**config.mk**
```make
export PLATFORM = sky130hd
export DESIGN_NAME = axi4_rdch_drop_sender
export DESIGN_NICKNAME = d
export VERILOG_FILES = /design/src/rtl/axi4_rdch_drop_sender.sv
export SDC_FILE = /design/constraint.sdc
export NUM_CORES = 1
export LEC_CHECK = 0
export ABC_AREA = 1
export ABC_CLOCK_PERIOD_IN_PS = 4050
export CAP_MARGIN = 20
export CORE_AREA = 4 4 109 100
export CTS_BUF_LIST = sky130_fd_sc_hd__clkbuf_8 sky130_fd_sc_hd__clkbuf_16
export DETAILED_ROUTE_END_ITERATION = 16
export DIE_AREA = 0 0 113 104
export GPL_TIMING_DRIVEN = 0
export PLACE_DENSITY = 0.85
export SLEW_MARGIN = 10
export SYNTH_ARGS = -nofsm -noshare
export SYNTH_HDL_FRONTEND = slang
export SYNTH_SLANG_ARGS = --single-unit
```
**constraint.sdc**
```tcl
create_clock -name axi4_aclk -period 4.05 [get_ports axi4_aclk]
set_input_delay 0.81 -clock axi4_aclk [delete_from_list [all_inputs] [get_ports axi4_aclk]]
set_output_delay 0.81 -clock axi4_aclk [all_outputs]
set_load 0.02 [all_outputs]
```
**src/rtl/axi4_rdch_drop_sender.sv**
```systemverilog
// Answers reads that were dropped on the AR side with full-length SLVERR R bursts.
// These bursts share the slave R channel with master-port traffic, and bursts are never interleaved.
module axi4_rdch_drop_sender #(
   parameter int C_AXI_ID_WIDTH   = 10,
   parameter int C_AXI_DATA_WIDTH = 64,
   parameter int C_AXI_USER_WIDTH = 4,
   parameter int C_FIFO_DEPTH     = 4
) (
   input  logic                        axi4_aclk,
   input  logic                        axi4_arstn,
   input  logic [C_AXI_ID_WIDTH-1:0]   trans_id,
   input  logic [7:0]                  trans_len,
   input  logic                        trans_drop,
   output logic                        trans_ready,
   output logic [C_AXI_ID_WIDTH-1:0]   s_axi4_rid,
   output logic [C_AXI_DATA_WIDTH-1:0] s_axi4_rdata,
   output logic [1:0]                  s_axi4_rresp,
   output logic                        s_axi4_rlast,
   output logic [C_AXI_USER_WIDTH-1:0] s_axi4_ruser,
   output logic                        s_axi4_rvalid,
   input  logic                        s_axi4_rready,
   input  logic [C_AXI_ID_WIDTH-1:0]   m_axi4_rid,
   input  logic [C_AXI_DATA_WIDTH-1:0] m_axi4_rdata,
   input  logic [1:0]                  m_axi4_rresp,
   input  logic                        m_axi4_rlast,
   input  logic [C_AXI_USER_WIDTH-1:0] m_axi4_ruser,
   input  logic                        m_axi4_rvalid,
   output logic                        m_axi4_rready
);

   localparam int PTR_W = (C_FIFO_DEPTH > 1) ? $clog2(C_FIFO_DEPTH) : 1;
   localparam int CNT_W = PTR_W + 1;

   typedef enum logic {ST_IDLE, ST_DROP} state_e;

   state_e               state_q, state_d;
   logic [PTR_W-1:0]     wr_ptr_q, wr_ptr_d;
   logic [PTR_W-1:0]     rd_ptr_q, rd_ptr_d;
   logic [CNT_W-1:0]     count_q, count_d;
   logic [7:0]           beat_cnt_q, beat_cnt_d;
   logic                 m_burst_active_q, m_burst_active_d;

   logic [C_AXI_ID_WIDTH-1:0] id_mem_q  [C_FIFO_DEPTH];
   logic [7:0]                len_mem_q [C_FIFO_DEPTH];

   logic                      push, pop, m_beat_hs, drop_last;
   logic [C_AXI_ID_WIDTH-1:0] head_id;
   logic [7:0]                head_len;

   assign trans_ready = (count_q != CNT_W'(C_FIFO_DEPTH));
   assign head_id     = id_mem_q[rd_ptr_q];
   assign head_len    = len_mem_q[rd_ptr_q];
   assign drop_last   = (beat_cnt_q == head_len);

   always_comb begin
      push             = trans_drop && trans_ready;
      pop              = 1'b0;
      m_beat_hs        = m_axi4_rvalid && s_axi4_rready;
      state_d          = state_q;
      beat_cnt_d       = beat_cnt_q;
      m_burst_active_d = m_burst_active_q;
      case (state_q)
         ST_IDLE: begin
            if (m_beat_hs && !m_axi4_rlast) m_burst_active_d = 1'b1;
            if (m_beat_hs &&  m_axi4_rlast) m_burst_active_d = 1'b0;
            // A master beat already on the bus is never withdrawn; switch only
            // when the master is quiet or its burst closes this cycle.
            if ((count_q != '0) &&
                ((!m_burst_active_q && !m_axi4_rvalid) || (m_beat_hs && m_axi4_rlast)))
               state_d = ST_DROP;
         end
         ST_DROP: begin
            if (s_axi4_rready) begin
               if (drop_last) begin
                  pop        = 1'b1;
                  beat_cnt_d = '0;
                  state_d    = ST_IDLE;
               end else begin
                  beat_cnt_d = beat_cnt_q + 8'd1;
               end
            end
         end
         default: state_d = ST_IDLE;
      endcase
      wr_ptr_d = push ? wr_ptr_q + PTR_W'(1) : wr_ptr_q;
      rd_ptr_d = pop  ? rd_ptr_q + PTR_W'(1) : rd_ptr_q;
      count_d  = count_q + CNT_W'(push) - CNT_W'(pop);
   end

   // R channel: a beat transfers on a rising edge where rvalid && rready; once
   // rvalid is raised the beat and its payload are held until that transfer.
   always_comb begin
      s_axi4_rid    = m_axi4_rid;
      s_axi4_rdata  = m_axi4_rdata;
      s_axi4_rresp  = m_axi4_rresp;
      s_axi4_rlast  = m_axi4_rlast;
      s_axi4_ruser  = m_axi4_ruser;
      s_axi4_rvalid = m_axi4_rvalid;
      m_axi4_rready = s_axi4_rready;
      if (state_q == ST_DROP) begin
         s_axi4_rid    = head_id;
         s_axi4_rdata  = '0;
         s_axi4_rresp  = 2'b10;
         s_axi4_rlast  = drop_last;
         s_axi4_ruser  = '0;
         s_axi4_rvalid = 1'b1;
         m_axi4_rready = 1'b0;
      end
   end

   always_ff @(posedge axi4_aclk or negedge axi4_arstn) begin
      if (!axi4_arstn) begin
         state_q          <= ST_IDLE;
         wr_ptr_q         <= '0;
         rd_ptr_q         <= '0;
         count_q          <= '0;
         beat_cnt_q       <= '0;
         m_burst_active_q <= 1'b0;
      end else begin
         state_q          <= state_d;
         wr_ptr_q         <= wr_ptr_d;
         rd_ptr_q         <= rd_ptr_d;
         count_q          <= count_d;
         beat_cnt_q       <= beat_cnt_d;
         m_burst_active_q <= m_burst_active_d;
      end
   end

   // Queue storage needs no reset: entries are only read when count_q says so.
   always_ff @(posedge axi4_aclk) begin
      if (push) begin
         id_mem_q[wr_ptr_q]  <= trans_id;
         len_mem_q[wr_ptr_q] <= trans_len;
      end
   end

endmodule
```
==> flow_summary.json, run 1 <==
{
  "design.die.area_sq_um": 11750,
  "maxSlewHeadroom_pct": 45.10,
  "clock_skew_ns": 0.007114,
  "antenna_cells": 0,
  "design.final.nets": 831,
  "min_delay_path_depth": 2,
  "cts_setup_buffers": 0,
  "drc": 0,
  "detailed_routing_iterations_pass_1": 5,
  "synth_cell_type_count": 29,
  "sequential_cell_area_sq_um": 2587,
  "switching_share_pct": 32.49,
  "setup_repair_after_global_routing_missed_its_margin": "no",
  "antenna_violations_before_repair": 0,
  "worst_min_delay_path_class": "flop to flop",
  "number_of_vias_in_the_routed_layout": 4194,
  "drtAntennaViolNets": 0,
  "layout_min_cycle_time_ns": 3.465,
  "worst_path_most_repeated_cell": "sky130_fd_sc_hd__nand2_1",
  "vdd.ir_drop.worst_uv": 298.4,
  "final.period_utilization_pct": 85.56,
  "design_power_total_uw": 2915,
  "post_synth.cell_area_avg_sq_um": 8.698,
  "multi_input_comb_area_sq_um": 1424,
  "power_frac_comb_pct": 33.3,
  "start_util_pct": 46.57,
  "die_w_um": 113,
  "total_count_of_hold_check_failures_in_the_final_report": 0,
  "cts_tree": "yes",
  "cts_hold_buffers": 0,
  "internal_power_uw": 1968,
  "clock-root-buffer": "sky130_fd_sc_hd__clkbuf_8",
  "flop_pwr_share_pct": 45.0,
  "grt_max_degree": 18,
  "critical_path.cell_chain": "buf_6 -> buf_6 -> nand2_1 -> nand3_1 -> nand2_1 -> nand2_1 -> nand2_1 -> nand2_1 -> nor2_4 -> nand2_1 -> o21ai_1 -> clkdlybuf4s50_1",
  "core_region_area_sq_um": 9657,
  "ys_seq_area_share_pct": 57.54,
  "synth.cell_area_sq_um": 4497,
  "layout.cell_area.non_filler_sq_um": 6808,
  "numClockSinks": 89,
  "crit_type": "flop to primary output",
  "final_weighted_congestion_of_routability_driven_global_placement": 0.9315,
  "worst_hold_slack_after_final_layout_ns": 0.5053,
  "critical_path.max_stage_delay_ns": 0.66,
  "finalSetupViolCount": 0,
  "hpwlAfterDp_mm": 10.88,
  "via_per_inst": 4.934,
  "critPathMaxFanout": 10,
  "endpoint_kind": "primary output",
  "fin_cells": 850,
  "ioPinCount": 188,
  "mappedNetlistNets": 629,
  "power_density_nw_per_um2": 428.2,
  "first_global_vias": 4177,
  "drive_gt1_share_pct": 5.249,
  "synth.yosys.warnings": 0,
  "top_cell_type_s_share_of_synthesized_area_pct": 48.08,
  "crit_path_top_delay_cell": "sky130_fd_sc_hd__clkdlybuf4s50_1",
  "portbufs": 187,
  "drt_iter0_markers": 345,
  "chipHeight_um": 104,
  "overflow": 0,
  "route.final.wire_length_mm": 14.33,
  "power_leakage_uw": 0.002882,
  "place.detailed.instances": 834,
  "worstPathArrival_ns": 2.66,
  "cts-root-to-sink-buffers": 2,
  "floorplan.rows": 34,
  "power.net_switching_uw": 947.1,
  "synthDominantAreaCellType": "sky130_fd_sc_hd__edfxtp_1",
  "setup-tns-final_ns": 0,
  "htreeDepth": 3,
  "gr-usage-all-layers_pct": 24.09,
  "syn_to_final_growth_pct": 51.39,
  "clock_power_share_pct": 21.7,
  "clk-insertion-delay-late_ns": 0.35,
  "filler_cell_count": 743,
  "cp-start-kind": "flop",
  "placed_area_sq_um": 6596,
  "rr_worst_depth": 17,
  "outcome": "complete, no violations",
  "f_max_mhz": 288.6,
  "synthCells": 517,
  "global_route_wire_length_before_repair_mm": 22.14,
  "post_cts_resized": 0,
  "worstMarginPinSlew_ns": 0.8210,
  "max_cap_violations": 0,
  "worst_setup_hold_path_clk_slew_ns": 0.08,
  "drv_slew": 0,
  "netlist_top_cells_area": "sky130_fd_sc_hd__edfxtp_1 48%, sky130_fd_sc_hd__nor2_1 11%, sky130_fd_sc_hd__dfrtp_1 9.5%, sky130_fd_sc_hd__inv_1 8.3%, sky130_fd_sc_hd__nand2_1 6.4%",
  "synth.ff_latch_count": 89,
  "numCtsBuffers": 9,
  "routed_wire_length_per_instance_um": 16.86,
  "cp_data_required_time_ns": 3.24
}
## layout make-up
class                      instances  area share, %
inverter                         102          5.624
clock buffer                       9          1.820
buffer                            21          1.654
clock inverter                     7          1.287
timing repair buffer             191          28.38
sequential                        89          38.01
multi-input combinational        305          20.92
tap                              126          2.316
## metrics by stage
stage / util (%) / setup slack, ns
2_1_floorplan: - / 1.657
3_3_place_gp: 67.58 / 0.7633
3_5_place_dp: 68.31 / 0.9125
4_1_cts: 70.50 / 0.5770
5_1_grt: 70.50 / 0.4315
6_report: 70.50 / 0.5849
## metal layers
metal	GRT usage, %	share of wire, %
met1	28.59	39
met2	42.64	51
met3	5.643	7.2
met4	8.069	2.5
met5	0	0
## flip-flops by register name, summed over array words and instances, names as in the netlist
register,flops
count_q,3
id_mem_q,40
state_q,1
len_mem_q,32
wr_ptr_q,2
rd_ptr_q,2
m_burst_active_q,1
beat_cnt_q,8
## kinds of logic after synthesis
logic type	Yosys count	synth area share (%)
AND/OR/NAND/NOR	255	23.79
buffers and inverters	123	11.02
flip-flops	89	57.54
AO/OA/AOI/OAI	39	4.674
adder cells (fa/ha/maj)	8	2.393
XOR/XNOR	3	0.5844
## power groups by stage
stage / logic [uW] / clock network (uW) / registers, uW
floorplan: 546 / 0 / 1310
global route: 1070 / 686 / 1330
detailed placement: 961 / 0 / 1330
finish: 971 / 633 / 1310
CTS: 976 / 648 / 1310
global placement: 866 / 0 / 1320
## cell usage after synthesis
cell and instances:
sky130_fd_sc_hd__nor2_1 128, sky130_fd_sc_hd__inv_1 100, sky130_fd_sc_hd__nand2_1 77, sky130_fd_sc_hd__edfxtp_1 72, sky130_fd_sc_hd__nand3_1 34, sky130_fd_sc_hd__o21ai_0 26
sky130_fd_sc_hd__dfrtp_1 17, sky130_fd_sc_hd__clkbuf_1 13, sky130_fd_sc_hd__a31oi_1 10, sky130_fd_sc_hd__ha_1 7, sky130_fd_sc_hd__buf_6 4, sky130_fd_sc_hd__buf_2 3
sky130_fd_sc_hd__nand3b_1 3, sky130_fd_sc_hd__nand2_2 2, sky130_fd_sc_hd__nand3_2 2, sky130_fd_sc_hd__nand4_1 2, sky130_fd_sc_hd__nor2_4 2, sky130_fd_sc_hd__nor3_1 2
sky130_fd_sc_hd__or2_2 2, sky130_fd_sc_hd__xnor2_1 2, sky130_fd_sc_hd__a21oi_1 1, sky130_fd_sc_hd__buf_1 1, sky130_fd_sc_hd__clkinv_1 1, sky130_fd_sc_hd__fa_1 1
sky130_fd_sc_hd__inv_2 1, sky130_fd_sc_hd__nand3_4 1, sky130_fd_sc_hd__o21ai_1 1, sky130_fd_sc_hd__o31ai_1 1, sky130_fd_sc_hd__xor2_1 1
## cells in the final DEF, fill, tap and decap left out, drive strengths merged
master and count:
nand2 79, ha 7, nand4 2, nand3b 3
clkinv 3, a21oi 1, nor2 130, or2 2
xor2 1, nor3 2, clkbuf 22, o31ai 1
dfrtp 17, xnor2 2, o21ai 27, bufinv 2
fa 1, clkdlybuf4s50 187, nand3 37, buf 12
edfxtp 72, inv 103, clkinvlp 1, a31oi 10
## worst paths after layout
check	endpoint	slack, ns	startpoint
setup / recovery	s_axi4_rlast	0.58	rd_ptr_q[0]$_DFFE_PN0P_
setup reg to reg	count_q[1]$_DFF_PN0_	1.31	rd_ptr_q[0]$_DFFE_PN0P_
max in group asynchronous	beat_cnt_q[0]$_DFFE_PN0P_	2.61	axi4_arstn
hold / removal	m_burst_active_q$_DFFE_PN0P_	0.51	m_burst_active_q$_DFFE_PN0P_
hold reg to reg	m_burst_active_q$_DFFE_PN0P_	0.51	m_burst_active_q$_DFFE_PN0P_
min in group asynchronous	wr_ptr_q[1]$_DFFE_PN0P_	0.93	axi4_arstn
## worst max-delay path, delay by kind of cell, from the launching register on
family	cells	cell delay, ns
buffers and inverters	3	0.95
AND/OR/NAND/NOR	8	0.80
flip-flops	1	0.40
AO/OA/AOI/OAI	1	0.14
No activity file was read; power rests on OpenSTA's default activity.
==> run 2: changes to the inputs <==
--- a/config.mk
+++ b/config.mk
@@ -14,6 +14,7 @@
 export DIE_AREA = 0 0 113 104
 export GPL_TIMING_DRIVEN = 0
 export PLACE_DENSITY = 0.85
+export REMOVE_ABC_BUFFERS = 1
 export SLEW_MARGIN = 10
 export SYNTH_ARGS = -nofsm -noshare
 export SYNTH_HDL_FRONTEND = slang
==> flow_summary.json, run 2 (same netlist as run 1, synthesis figures left out) <==
{
  "total_count_of_hold_check_failures_in_the_final_report": 0,
  "drive_gt1_share_pct": 5.658,
  "clock-root-buffer": "sky130_fd_sc_hd__clkbuf_8",
  "reg_top3": "id_mem_q x40, len_mem_q x32, beat_cnt_q x8",
  "endpoint_kind": "primary output",
  "layout.cells.most_common_list": "187 x sky130_fd_sc_hd__clkdlybuf4s50_1, 124 x sky130_fd_sc_hd__nor2_1, 99 x sky130_fd_sc_hd__inv_1",
  "syn_to_final_growth_pct": 51.09,
  "portbufs": 187,
  "ioPinCount": 188,
  "floorplan.rows": 34,
  "global_route_wire_length_before_repair_mm": 20.32,
  "setup-tns-final_ns": 0,
  "worst_path_most_repeated_cell": "sky130_fd_sc_hd__nand2_1",
  "maxSlewHeadroom_pct": 47.14,
  "route.final.wire_length_mm": 13.02,
  "cts_hold_buffers": 0,
  "core_region_area_sq_um": 9657,
  "place.detailed.instances": 815,
  "setup_repair_after_global_routing_missed_its_margin": "no",
  "placed_area_sq_um": 6568,
  "critical_path.max_stage_delay_ns": 0.62,
  "critPathMaxFanout": 25,
  "die_w_um": 113,
  "max_cap_violations": 0,
  "f_max_mhz": 264.2,
  "antenna_cells": 0,
  "via_per_inst": 4.809,
  "flop_pwr_share_pct": 46.2,
  "gr-usage-all-layers_pct": 22.07,
  "r2r-start": "rd_ptr_q[0]$_DFFE_PN0P_",
  "worst_setup_hold_path_clk_slew_ns": 0.08,
  "clock_skew_ns": 0.01013,
  "numClockSinks": 89,
  "final_util_pct": 70.36,
  "chipHeight_um": 104,
  "rr_worst_depth": 18,
  "power_frac_comb_pct": 33.1,
  "power.net_switching_uw": 938.3,
  "min_delay_path_depth": 2,
  "drv_slew": 0,
  "min_to": "m_burst_active_q$_DFFE_PN0P_",
  "layout_min_cycle_time_ns": 3.785,
  "final.period_utilization_pct": 93.46,
  "outcome": "complete, no violations",
  "critical_path.cell_chain": "buf_16 -> clkinvlp_4 -> buf_12 -> nand2_1 -> nand3_1 -> nand3_1 -> nand2_1 -> inv_1 -> nand2_1 -> nor2_4 -> nand2_1 -> o21ai_1 -> clkdlybuf4s50_1",
  "cts_tree": "yes",
  "design.die.area_sq_um": 11750,
  "drt_iter0_markers": 340,
  "power_leakage_uw": 0.002859,
  "internal_power_uw": 1921,
  "first_global_vias": 4052,
  "worst_min_delay_path_class": "flop to flop",
  "design.final.nets": 814,
  "crit_path_top_delay_cell": "sky130_fd_sc_hd__clkdlybuf4s50_1",
  "start_util_pct": 46.57,
  "hp-start": "m_burst_active_q$_DFFE_PN0P_",
  "number_of_vias_in_the_routed_layout": 4006,
  "antenna_violations_before_repair": 0,
  "reg2reg_capture_point": "count_q[2]$_DFF_PN0_",
  "largest_register_ff_count": 40,
  "worstSetupStartpoint": "rd_ptr_q[0]$_DFFE_PN0P_",
  "worst_hold_slack_after_final_layout_ns": 0.5001,
  "numCtsBuffers": 9,
  "sequential_cell_area_sq_um": 2596,
  "grt_max_degree": 84,
  "cp-start-kind": "flop",
  "routed_wire_length_per_instance_um": 15.63,
  "multi_input_comb_area_sq_um": 1424,
  "critPathBufInv": 5,
  "drc": 0,
  "layout_commonest_cell": "sky130_fd_sc_hd__clkdlybuf4s50_1",
  "top_register": "id_mem_q",
  "vdd.ir_drop.worst_uv": 279.0,
  "power_density_nw_per_um2": 420.9,
  "worstMarginPinSlew_ns": 0.7904,
  "crit_type": "flop to primary output",
  "overflow": 0,
  "filler_cell_count": 724,
  "reg2reg_setup_slack_ns": 1.03,
  "finalSetupViolCount": 0,
  "clock_power_share_pct": 20.7,
  "layout.cell_area.non_filler_sq_um": 6794,
  "switching_share_pct": 32.81,
  "detailed_routing_iterations_pass_1": 5,
  "htreeDepth": 3,
  "final_weighted_congestion_of_routability_driven_global_placement": 0.9152,
  "hpwlAfterDp_mm": 9.821,
  "critical-path-top-delay-family": "buffers and inverters",
  "clk-insertion-delay-late_ns": 0.35,
  "worstPathArrival_ns": 2.97,
  "fin_cells": 833,
  "cts-root-to-sink-buffers": 2,
  "drtAntennaViolNets": 0,
  "cp_data_required_time_ns": 3.24
}
## run 2: cell count changes in the layout (fill, tap and decap cells not counted), moves of 2 or more
cell / delta
sky130_fd_sc_hd__buf_6: -4
sky130_fd_sc_hd__dfrtp_1: -3
sky130_fd_sc_hd__buf_16: +4
sky130_fd_sc_hd__inv_6: +2
sky130_fd_sc_hd__buf_8: -2
sky130_fd_sc_hd__buf_2: -3
sky130_fd_sc_hd__inv_1: -3
sky130_fd_sc_hd__clkbuf_1: -13
sky130_fd_sc_hd__dfrtp_4: +2
## run 2: layout make-up
class / count / area share (%)
Sequential cell: 89 / 38.21
Tap cell: 126 / 2.320
Clock buffer: 9 / 1.823
Timing Repair inverter: 1 / 0.07366
Inverter: 102 / 5.691
Timing Repair Buffer: 194 / 29.91
Clock inverter: 7 / 1.013
Multi-Input combinational cell: 305 / 20.96
## run 2: stage by stage
| stage | setup slack, ns | power, uW |
|---|---|---|
| final | 0.2650 | 2860 |
| after global routing | 0.04449 | 3036 |
| after CTS | 0.03732 | 2870 |
| after detailed placement | -0.2037 | 2287 |
| after global placement | -0.5427 | 2171 |
| after floorplan | 0.6361 | 1834 |
## run 2: repair_timing
item	in CTS	in global routing
setup endpoints to repair	2	1
gates cloned	1	0
buffers inserted	0	1
gates resized for setup	3	1
hold endpoints to repair	0	0
## run 2: power by group through the flow
stage | Sequential (uW) | Clock, uW | Combinational, uW
after floorplan | 1320 | 0 | 511
after global placement | 1350 | 0 | 820
after detailed placement | 1340 | 0 | 945
after CTS | 1320 | 597 | 951
after global routing | 1340 | 641 | 1050
final | 1320 | 593 | 945
## run 2: how the worst max path moves through the flow
| stage | end | slack, ns | cells after the start |
|---|---|---|---|
| 3_3_place_gp | s_axi4_rlast | -0.54 | 11 |
| 4_1_cts | s_axi4_rlast | 0.04 | 12 |
| 2_1_floorplan | count_q[2]$_DFF_PN0_ | 0.64 | 10 |
| 6_report | s_axi4_rlast | 0.27 | 13 |
| 3_5_place_dp | s_axi4_rlast | -0.20 | 13 |
| 5_1_grt | s_axi4_rlast | 0.04 | 13 |
## run 2: worst register-to-register path: stages (launching register included)
cell	delay [ns]
sky130_fd_sc_hd__dfrtp_4	0.57
sky130_fd_sc_hd__buf_16	0.21
sky130_fd_sc_hd__clkinvlp_4	0.12
sky130_fd_sc_hd__buf_12	0.16
sky130_fd_sc_hd__nand2_1	0.06
sky130_fd_sc_hd__nand3_1	0.08
sky130_fd_sc_hd__nand3_1	0.12
sky130_fd_sc_hd__nand2_1	0.06
sky130_fd_sc_hd__inv_1	0.06
sky130_fd_sc_hd__nand2_1	0.09
sky130_fd_sc_hd__nor2_4	0.18
sky130_fd_sc_hd__nand3_4	0.15
sky130_fd_sc_hd__inv_1	0.09
sky130_fd_sc_hd__ha_1	0.22
sky130_fd_sc_hd__inv_1	0.06
sky130_fd_sc_hd__ha_1	0.13
sky130_fd_sc_hd__inv_1	0.05
sky130_fd_sc_hd__fa_1	0.38
sky130_fd_sc_hd__xnor2_1	0.14
## run 2: metal layers
layer | vias up | global-route usage (%) | share of wire [%] | wire length, um
li1 | 1991 | - | - | -
met1 | 1844 | 23.99 | 37 | 4760
met2 | 145 | 41.16 | 53 | 6880
met3 | 26 | 4.654 | 7.9 | 1030
met4 | 0 | 8.927 | 2.6 | 344
met5 | - | 0 | 0 | 0
==> run 3: changes to the inputs <==
--- a/config.mk
+++ b/config.mk
@@ -13,8 +13,10 @@
 export DETAILED_ROUTE_END_ITERATION = 16
 export DIE_AREA = 0 0 113 104
 export GPL_TIMING_DRIVEN = 0
-export PLACE_DENSITY = 0.85
+export MAX_ROUTING_LAYER = met4
+export PLACE_DENSITY = 0.95
 export REMOVE_ABC_BUFFERS = 1
+export SETUP_SLACK_MARGIN = 0.3
 export SLEW_MARGIN = 10
 export SYNTH_ARGS = -nofsm -noshare
 export SYNTH_HDL_FRONTEND = slang
==> flow_summary.json, run 3 (same netlist as run 1, synthesis figures left out) <==
{
  "outcome": "complete, no violations",
  "drive_gt1_share_pct": 5.508,
  "worst_min_delay_path_class": "flop to flop",
  "reg_top3": "id_mem_q x40, len_mem_q x32, beat_cnt_q x8",
  "cts_hold_buffers": 0,
  "reg2reg_setup_slack_ns": 1.14,
  "via_per_inst": 5.006,
  "cp_data_required_time_ns": 3.24,
  "vdd.ir_drop.worst_uv": 258.7,
  "min_to": "m_burst_active_q$_DFFE_PN0P_",
  "drc": 0,
  "floorplan.rows": 34,
  "layout_min_cycle_time_ns": 3.442,
  "numClockSinks": 89,
  "cts_tree": "yes",
  "layout.cells.most_common_list": "186 x sky130_fd_sc_hd__clkdlybuf4s50_1, 124 x sky130_fd_sc_hd__nor2_1, 102 x sky130_fd_sc_hd__inv_1",
  "drt_iter0_markers": 422,
  "cp-start-kind": "flop",
  "clock-root-buffer": "sky130_fd_sc_hd__clkbuf_8",
  "reg2reg_capture_point": "count_q[1]$_DFF_PN0_",
  "layout_commonest_cell": "sky130_fd_sc_hd__clkdlybuf4s50_1",
  "min_delay_path_depth": 2,
  "critPathMaxFanout": 19,
  "critical_path.cell_chain": "clkinvlp_2 -> o21ai_0 -> a31oi_1 -> clkdlybuf4s50_1",
  "core_region_area_sq_um": 9657,
  "worst_hold_slack_after_final_layout_ns": 0.5090,
  "design.final.nets": 816,
  "portbufs": 187,
  "number_of_vias_in_the_routed_layout": 4175,
  "rr_worst_depth": 10,
  "crit_path_top_delay_cell": "sky130_fd_sc_hd__clkinvlp_2",
  "routed_wire_length_per_instance_um": 16.90,
  "numCtsBuffers": 9,
  "final.period_utilization_pct": 84.99,
  "cts-root-to-sink-buffers": 2,
  "worst_setup_hold_path_clk_slew_ns": 0.08,
  "hp-start": "m_burst_active_q$_DFFE_PN0P_",
  "clock_skew_ns": 0.01005,
  "overflow": 0,
  "first_global_vias": 4289,
  "design.die.area_sq_um": 11750,
  "chipHeight_um": 104,
  "syn_to_final_growth_pct": 49.08,
  "internal_power_uw": 1830,
  "total_count_of_hold_check_failures_in_the_final_report": 0,
  "power_leakage_uw": 0.002843,
  "start_util_pct": 46.57,
  "clk-insertion-delay-late_ns": 0.36,
  "power.net_switching_uw": 956.0,
  "drv_slew": 0,
  "critical_path.max_stage_delay_ns": 0.60,
  "ioPinCount": 188,
  "switching_share_pct": 34.32,
  "power_density_nw_per_um2": 415.6,
  "power_frac_comb_pct": 33.9,
  "route.final.wire_length_mm": 14.09,
  "max_cap_violations": 0,
  "r2r-start": "state_q$_DFF_PN0_",
  "antenna_violations_before_repair": 0,
  "worstPathArrival_ns": 2.63,
  "filler_cell_count": 695,
  "hpwlAfterDp_mm": 10.37,
  "worstMarginPinSlew_ns": 0.8939,
  "gr-usage-all-layers_pct": 24.42,
  "clock_power_share_pct": 18.1,
  "top_register": "id_mem_q",
  "finalSetupViolCount": 0,
  "endpoint_kind": "primary output",
  "crit_type": "flop to primary output",
  "htreeDepth": 3,
  "f_max_mhz": 290.5,
  "antenna_cells": 0,
  "flop_pwr_share_pct": 48.0,
  "grt_max_degree": 95,
  "die_w_um": 113,
  "detailed_routing_iterations_pass_1": 4,
  "drtAntennaViolNets": 0,
  "largest_register_ff_count": 40,
  "final_util_pct": 69.42,
  "maxSlewHeadroom_pct": 40.40,
  "global_route_wire_length_before_repair_mm": 22.00,
  "final_weighted_congestion_of_routability_driven_global_placement": 0.9147,
  "setup_repair_after_global_routing_missed_its_margin": "no"
}
-- run 3: worst max-delay path by stage --
stage | startpoint | endpoint | slack, ns
final | rd_ptr_q[0]$_DFFE_PN0P_ | s_axi4_rid[2] | 0.61
after detailed placement | rd_ptr_q[0]$_DFFE_PN0P_ | s_axi4_rlast | -0.61
after global placement | rd_ptr_q[0]$_DFFE_PN0P_ | s_axi4_rlast | -0.41
after CTS | rd_ptr_q[1]$_DFFE_PN0P_ | s_axi4_rlast | 0.31
after global routing | rd_ptr_q[0]$_DFFE_PN0P_ | s_axi4_rid[2] | 0.47
after floorplan | state_q$_DFF_PN0_ | count_q[2]$_DFF_PN0_ | 0.64
-- run 3: layer usage --
| metal | track usage (%) | vias up | wire [um] |
|---|---|---|---|
| li1 | - | 1988 | - |
| met5 | - | - | 0 |
| met4 | 10.04 | 0 | 473 |
| met3 | 4.770 | 44 | 1157 |
| met1 | 26.32 | 1939 | 5069 |
| met2 | 43.65 | 204 | 7392 |
-- run 3: power by group through the flow --
| stage | Clock, uW | Combinational (uW) | Sequential (uW) |
|---|---|---|---|
| CTS | 508 | 940 | 1340 |
| floorplan | 0 | 511 | 1320 |
| global route | 546 | 1040 | 1360 |
| global placement | 0 | 811 | 1350 |
| detailed placement | 0 | 918 | 1360 |
| finish | 504 | 945 | 1340 |
-- run 3: cell type report --
class,count,area [sq um],area share [%]
Clock buffer,9,123.9,1.848
Clock inverter,6,30.03,0.4479
Inverter,102,389.1,5.804
Multi-Input combinational cell,305,1424,21.24
Sequential cell,89,2599,38.76
Tap cell,126,157.7,2.352
Timing Repair Buffer,196,1976,29.47
Timing Repair inverter,1,5.005,0.07465
-- run 3: worst max-delay path, delay by kind of cell, from the launching register on --
kind,cells,cell delay [ns]
AO/OA/AOI/OAI,2,0.54
buffers and inverters,2,1.19
flip-flops,1,0.55
-- run 3: metrics by stage --
| stage | std cells | instance area [sq um] | power, uW | worst slack (ns) | setup TNS [ns] |
|---|---|---|---|---|---|
| 2_1_floorplan | 496 | 4384 | 1834 | 0.6361 | 0 |
| 3_5_place_dp | 813 | 6487 | 2275 | -0.6082 | -1.075 |
| 5_1_grt | 834 | 6704 | 2943 | 0.4700 | 0 |
| 3_3_place_gp | 809 | 6414 | 2159 | -0.4071 | -0.8717 |
| 4_1_cts | 833 | 6689 | 2784 | 0.3091 | 0 |
| 6_report | 834 | 6704 | 2786 | 0.6079 | 0 |
-- run 3: timing repair --
action,CTS,global route
gates resized for setup,4,4
buffers inserted,4,1
cloned,1,0
endpoints found under the setup margin,14,1
